<file path="src/rtl/gate_sweep_ctrl.sv">
// Stimulus/check engine for combinational gate blocks.
// Sweeps every input vector in order and scores the responses against a golden table.
module gate_sweep_ctrl #(
  parameter int IN_W   = 2,
  parameter int OUT_W  = 1,
  parameter int SETTLE = 1
) (
  input  logic                        clk,
  input  logic                        reset,
  input  logic                        start,
  input  logic                        abort,
  output logic [IN_W-1:0]             dut_in,
  input  logic [OUT_W-1:0]            dut_out,
  input  logic [(2**IN_W)*OUT_W-1:0]  expect_table,
  output logic                        busy,
  output logic                        done,
  output logic                        pass,
  output logic [IN_W:0]               err_count,
  output logic                        first_err_valid,
  output logic [IN_W-1:0]             first_err_vec
);

  typedef enum logic [1:0] {
    IDLE,
    WAIT,
    SAMPLE,
    DONE
  } state_t;

  localparam logic [7:0]      RELOAD   = 8'(SETTLE - 1);
  localparam logic [IN_W-1:0] IDX_LAST = '1;
  localparam logic [IN_W-1:0] IDX_ONE  = 1;
  localparam logic [IN_W:0]   ERR_ONE  = 1;

  state_t          state, state_d;
  logic [IN_W-1:0] idx, idx_d;
  logic [7:0]      cnt, cnt_d;
  logic [IN_W:0]   err, err_d;
  logic            fv, fv_d;
  logic [IN_W-1:0] fvec, fvec_d;
  logic [OUT_W-1:0] exp_val;
  logic            miss;

  assign exp_val = expect_table[idx*OUT_W +: OUT_W];
  // X/Z on the DUT response must score as a failure
  assign miss    = (dut_out !== exp_val);

  always_ff @(posedge clk) begin
    if (reset) begin
      state <= IDLE;
      idx   <= '0;
      cnt   <= '0;
      err   <= '0;
      fv    <= 1'b0;
      fvec  <= '0;
    end else begin
      state <= state_d;
      idx   <= idx_d;
      cnt   <= cnt_d;
      err   <= err_d;
      fv    <= fv_d;
      fvec  <= fvec_d;
    end
  end

  always_comb begin
    state_d = state;
    idx_d   = idx;
    cnt_d   = cnt;
    err_d   = err;
    fv_d    = fv;
    fvec_d  = fvec;
    unique case (state)
      IDLE, DONE: begin
        if (start) begin
          state_d = WAIT;
          idx_d   = '0;
          cnt_d   = RELOAD;
          err_d   = '0;
          fv_d    = 1'b0;
          fvec_d  = '0;
        end
      end
      WAIT: begin
        if (abort) begin
          state_d = IDLE;
          idx_d   = '0;
        end else if (cnt == 8'd0) begin
          state_d = SAMPLE;
        end else begin
          cnt_d = cnt - 8'd1;
        end
      end
      SAMPLE: begin
        if (abort) begin
          state_d = IDLE;
          idx_d   = '0;
        end else begin
          if (miss) begin
            err_d = err + ERR_ONE;
            if (!fv) begin
              fv_d   = 1'b1;
              fvec_d = idx;
            end
          end
          if (idx == IDX_LAST) begin
            state_d = DONE;
          end else begin
            state_d = WAIT;
            idx_d   = idx + IDX_ONE;
            cnt_d   = RELOAD;
          end
        end
      end
      default: state_d = IDLE;
    endcase
  end

  assign dut_in          = idx;
  assign busy            = (state == WAIT) || (state == SAMPLE);
  assign done            = (state == DONE);
  assign pass            = done && (err == '0);
  assign err_count       = err;
  assign first_err_valid = fv;
  assign first_err_vec   = fvec;

endmodule

</file>
<file path="config.mk">
export PLATFORM = sky130hd
export DESIGN_NAME = gate_sweep_ctrl
export DESIGN_NICKNAME = d
export VERILOG_FILES = /design/src/rtl/gate_sweep_ctrl.sv
export SDC_FILE = /design/constraint.sdc
export NUM_CORES = 1
export LEC_CHECK = 0
export ABC_CLOCK_PERIOD_IN_PS = 2150
export CAP_MARGIN = 10
export CELL_PAD_IN_SITES_DETAIL_PLACEMENT = 0
export CELL_PAD_IN_SITES_GLOBAL_PLACEMENT = 2
export CORE_MARGIN = 2
export CORE_UTILIZATION = 30
export DETAILED_ROUTE_END_ITERATION = 7
export PLACE_DENSITY_LB_ADDON = 0.1
export RECOVER_POWER = 25
export SLEW_MARGIN = 20
export SYNTH_ARGS = -nofsm -noshare
export SYNTH_HDL_FRONTEND = slang
export SYNTH_SLANG_ARGS = --single-unit
</file>
<file path="constraint.sdc">
create_clock -name clk -period 2.15 [get_ports clk]
set_input_delay 0.43 -clock clk [delete_from_list [all_inputs] [get_ports clk]]
set_output_delay 0.43 -clock clk [all_outputs]
set_load 0.005 [all_outputs]
</file>
==> results.ini, run 1 <==
[worst_setup_path]
timing.rr.end=cnt[0]
worst-path-buf-inv=3
cp_max_fo=5
slowest_stage=clkdlybuf4s50_1
r2r_start=state[0]
crit_family=buffers and inverters
crit_top_cell=inv_1
r2r_cells=7
critPathCaptureType=output port
critPathLaunchType=register
path_cells=inv_1 -> ha_1 -> inv_1 -> clkdlybuf4s50_1
cp_slowest_stage_delay_ns=0.49
crit_arrival_ns=1.61
crit_type=reg2out
cp_data_required_time_ns=1.72
reg2reg_slack_ns=0.22

[timing]
rsz0062_at_grt=false
slew_headroom=0.5876
period_share=0.9492
hold_viol=0
holdWs_ns=0.4769
fmax_mhz=490.0
setup_viol=0
worst_slew_pin_slew_ns=0.6145
slew_viol_final=0
skew_ns=0.001330
period_minus_slack_ns=2.041

[floorplan]
rows=22
die_w_um=65.57
coreArea_um2=3661
pin_count=20
die_y_um=65.57
start_util=0.3107
die_area_um2=4299

[drt]
routedWlPerCell_um=13.75
vias=1138
antenna_left=0
routed_via_density=5.318
first_pass_iters=4
first_iter_violations=34
wirelength_um=2943
drc=0

[outcome]
outcome=finished clean

[clocking]
cts_buffers=3
cts_hold_repair.buffers=0
clk_latency_ns=0.26
cts_buffer_depth=2
path_clk_slew_ns=0.07
htree_levels=1
root_buffer=clkbuf_8
cts_sinks=18
cts_tree=built

[global_routing]
first_global_vias=1133
antenna_found_initial=0
grt_use_total=0.1593
grt_overflow=0
grt_max_degree=18
grt_pass1_wl_um=5299

[cells_and_area]
stdcell_area_um2=1518
final_cells=214
drive_gt1_frac=0.1265
num_antenna_cells=0
nets=185
syn2layout_area_growth_pct=33.44

[power_and_ir_drop]
total_leakage_power_nw=0.6100
switching_share=0.3967
power_frac_seq=0.302
powerDensity_nw_per_um2=1068
p_comb_frac=0.522
internal_power_w=0.0009775
peakVddDrop_uv=464.8
power_w=0.001620
p_switching_w=0.0006427
clockPowerShare=0.176

[synth]
yosys_warnings=0
syn_area_um2=1137
synthCells=137
ys_seq_elements=18
synth.yosys.seq_area_share=0.3168
avgSynthCellArea_um2=8.302
syn_nets=155
synthDistinctLibCells=33

[place]
placedCellCount=210
place.gp.congestion=0.7768
post_dp_cell_area_um2=1461
portBuffers=19
dp_hpwl_um=2233

[run]
cap_violations=0

[min_path]
hold_path_class=reg2reg
hp-start=cnt[7]
hold-path-endpoint=cnt[7]
hold_depth=2

## sequential cells by signal (all words and copies together) (netlist names)
signal / cells
first_err_valid: 1
dut_in: 2
state: 2
err_count: 3
cnt: 8
first_err_vec: 2
## synth_stat cells, drive strengths merged
cell type / number / share of area
o21ba: 1 / 0.0088
nand4b: 1 / 0.0077
or2: 1 / 0.0055
nor4b: 1 / 0.0077
o31ai: 6 / 0.040
nand4: 1 / 0.0055
mux2i: 2 / 0.018
a41o: 1 / 0.0099
ha: 9 / 0.099
inv: 13 / 0.043
or3: 5 / 0.028
a32oi: 1 / 0.0077
nor3: 4 / 0.018
xnor2: 2 / 0.015
nor4: 1 / 0.0055
mux4: 1 / 0.020
nor2: 6 / 0.020
o21ai: 8 / 0.035
xor2: 1 / 0.0077
o211ai: 4 / 0.026
dfxtp: 18 / 0.32
or3b: 1 / 0.0077
nor2b: 1 / 0.0055
a31oi: 3 / 0.017
clkbuf: 3 / 0.0099
buf: 2 / 0.0088
a21oi: 16 / 0.070
nand2: 6 / 0.020
nand2b: 6 / 0.033
or4: 10 / 0.069
o311ai: 2 / 0.015
## layer usage
metal | vias to the layer above | wire (um) | track usage
li1 | 568 | - | -
met1 | 554 | 1340 | 0.1954
met2 | 14 | 1469 | 0.2704
met3 | 2 | 103 | 0.04452
met4 | 0 | 29 | 0.04688
met5 | - | 0 | 0
## cells by family after synthesis
logic type	count (synthesis)	synth area share
flops	18	0.3168
simple gates	44	0.2321
xor+xnor	3	0.02311
fa+ha+maj	9	0.09901
compound gates	42	0.2299
mux	3	0.03740
buf+inv	18	0.06161
## worst max path at each step
stage	startpoint	end	slack, ns	cells after the start
2_1_floorplan	dut_in[0]	err_count[1]	0.28	4
3_3_place_gp	expect_table[3]	err_count[1]	-0.11	5
3_5_place_dp	expect_table[3]	err_count[1]	-0.17	5
4_1_cts	state[0]	busy	0.03	4
5_1_grt	state[0]	busy	0.03	4
6_report	state[0]	busy	0.11	4
## metrics by stage
step / utilization / TNS [ns] / setup slack, ns
final: 0.4146 / 0 / 0.1092
after global routing: 0.4146 / 0 / 0.02829
after CTS: 0.4142 / 0 / 0.03352
after detailed placement: 0.3992 / -0.1708 / -0.1708
after global placement: 0.3992 / -0.1138 / -0.1138
after floorplan: - / 0 / 0.2820
## layout make-up
cell class | count | area, um2
Clock buffer | 4 | 55.05
Multi-Input combinational cell | 101 | 706.9
Fill cell | 394 | 2143
Tap cell | 48 | 60.06
Inverter | 13 | 48.80
Timing Repair Buffer | 30 | 285.3
Sequential cell | 18 | 361.6
## worst min-delay path: stages, from the launching register on
cell and delay (ns):
dfxtp_1 0.32, o31ai_1 0.06, a21oi_1 0.06
## power by group through the flow
stage          combinational (W)  clock (W)  sequential (W)
2_1_floorplan           0.000606          0        0.000472
3_3_place_gp            0.000834          0        0.000494
3_5_place_dp            0.000856          0        0.000497
4_1_cts                 0.000860   0.000299        0.000490
5_1_grt                 0.000978   0.000314        0.000508
6_report                0.000845   0.000285        0.000490
## what timing repair did
action	4_1_cts	5_1_grt
setup endpoints to repair	0	1
gates resized for setup	0	1
setup buffers	0	0
## layout by cell type, fill, tap and decap left out, drive strengths merged, types with 2 or more instances in the layout
master	Yosys	layout
o31ai	6	6
or3	5	5
o211ai	4	4
clkdlybuf4s50	0	12
nand2b	6	6
mux2i	2	2
dfxtp	18	18
clkbuf	3	4
a21oi	16	16
ha	9	9
or4	10	10
o311ai	2	2
inv	13	13
a31oi	3	3
nor2	6	6
buf	2	11
dlygate4sd3	0	7
nor3	4	4
o21ai	8	8
nand2	6	6
xnor2	2	2
No activity file was read; power rests on OpenSTA's default activity.
==> run 2, diff against run 1 <==
--- a/config.mk
+++ b/config.mk
@@ -9,7 +9,6 @@
 export CAP_MARGIN = 10
 export CELL_PAD_IN_SITES_DETAIL_PLACEMENT = 0
 export CELL_PAD_IN_SITES_GLOBAL_PLACEMENT = 2
-export CORE_MARGIN = 2
 export CORE_UTILIZATION = 30
 export DETAILED_ROUTE_END_ITERATION = 7
 export PLACE_DENSITY_LB_ADDON = 0.1
==> run 2 against run 1 <==
  * Clock power about the same
  * Sequential power about the same
  * Sequential share of layout area decreased by 0.12 points
  * Largest cell class unchanged
  * Largest power group unchanged
==> results.ini, run 2 (same netlist as run 1, synthesis figures left out) <==
[outcome]
outcome=finished clean

[cells_and_area]
final_common_cell=dfxtp_1
drive_gt1_frac=0.1317
register_area_um2=361.6
num_antenna_cells=0
multi_input_area_um2=706.9
final_cell_mix=17 x dfxtp_1, 16 x a21oi_1, 13 x inv_1, 12 x clkdlybuf4s50_1, 11 x buf_4
nets=186
utilization=0.4166
syn2layout_area_growth_pct=34.10
nFillCells=384
largest_register_ffs=8
largest-register=cnt

[global_routing]
grt_overflow=0
grt_max_degree=18
grt_use_total=0.1577
grt_pass1_wl_um=5023
first_global_vias=1150
antenna_found_initial=0

[clocking]
root_buffer=clkbuf_8
cts_hold_repair.buffers=0
cts_buffers=3
path_clk_slew_ns=0.07
htree_levels=1
cts_buffer_depth=2
cts_setup_buffers=0
cts_tree=built
clk_latency_ns=0.26
cts_sinks=18

[drt]
drc=0
vias=1139
routedWlPerCell_um=13.60
wirelength_um=2925
first_iter_violations=42
antenna_left=0
first_pass_iters=4
routed_via_density=5.298

[floorplan]
die_w_um=63.57
start_util=0.3107
pin_count=20
rows=22
coreArea_um2=3661
die_area_um2=4041
die_y_um=63.57

[timing]
period_share=0.9409
period_minus_slack_ns=2.023
rsz0062_at_grt=false
skew_ns=0.003637
holdWs_ns=0.4862
slew_viol_final=0
worst_slew_pin_slew_ns=0.5622
slew_headroom=0.6227
fmax_mhz=494.3
hold_viol=0
setup_viol=0

[worst_setup_path]
critPathLaunchType=register
cp_data_required_time_ns=1.72
critPathLaunch=state[0]
critPathCaptureType=output port
cp_max_fo=5
crit_type=reg2out
r2r_start=cnt[0]
crit_arrival_ns=1.59

[power_and_ir_drop]
powerDensity_nw_per_um2=1064
power_w=0.001623
total_leakage_power_nw=0.6148
peakVddDrop_uv=281.3

[place]
portBuffers=19
dp_hpwl_um=2255
place.gp.congestion=0.7666

[run]
cap_violations=0

[min_path]
hp-start=cnt[7]
hold_path_class=reg2reg

## run 2: cell types whose count changed in the layout (fill, tap and decap cells not counted), sizes merged
cell / delta
buf: +1
## run 2: cell type report
| type | count | share of cell area |
|---|---|---|
| multi-input cells | 101 | 0.4635 |
| repair buffers | 31 | 0.1920 |
| inverters | 13 | 0.03199 |
| clock buffers | 4 | 0.03610 |
| flip-flops and latches | 18 | 0.2371 |
| well taps | 48 | 0.03938 |
## run 2: repair_timing
item,in CTS,in global routing
hold endpoints to repair,0,0
gates resized for setup,0,1
setup endpoints to repair,0,1
## run 2: per-layer routing
metal	vias to the layer above	share of wire	global-route usage
met5	-	0	0
met4	0	0.015	0.06818
met3	5	0.031	0.02174
met2	24	0.50	0.2832
met1	538	0.45	0.1834
li1	572	-	-
## run 2: through the flow
step | TNS (ns) | setup WS (ns) | instance area [um2] | cells
finish | 0 | 0.1270 | 1525 | 215
floorplan | 0 | 0.2820 | 1137 | 137
global route | 0 | 0.02453 | 1525 | 215
CTS | 0 | 0.05037 | 1524 | 215
global placement | -0.2170 | -0.09718 | 1469 | 211
detailed placement | -0.2948 | -0.1289 | 1469 | 211
## run 2: worst max-delay path: stages (launching register included)
cell	delay [ns]
dfxtp_2	0.37
inv_1	0.05
ha_1	0.34
inv_1	0.07
clkdlybuf4s50_1	0.50
## run 2: report_power, final
part	switching (W)	total (W)	internal [W]	leakage, nW
combinational	0.000443	0.000845	0.000402	0.440
sequential	0.0000783	0.000492	0.000413	0.147
clock	0.000123	0.000286	0.000163	0.0288
## run 2: worst paths after layout
kind                                  to  slack [ns]  cells after the start
worst min-delay path              cnt[7]        0.49                      2
worst max-delay path                busy        0.13                      4
worst max register to register  state[1]        0.25                      6
worst min register to register    cnt[7]        0.49                      2
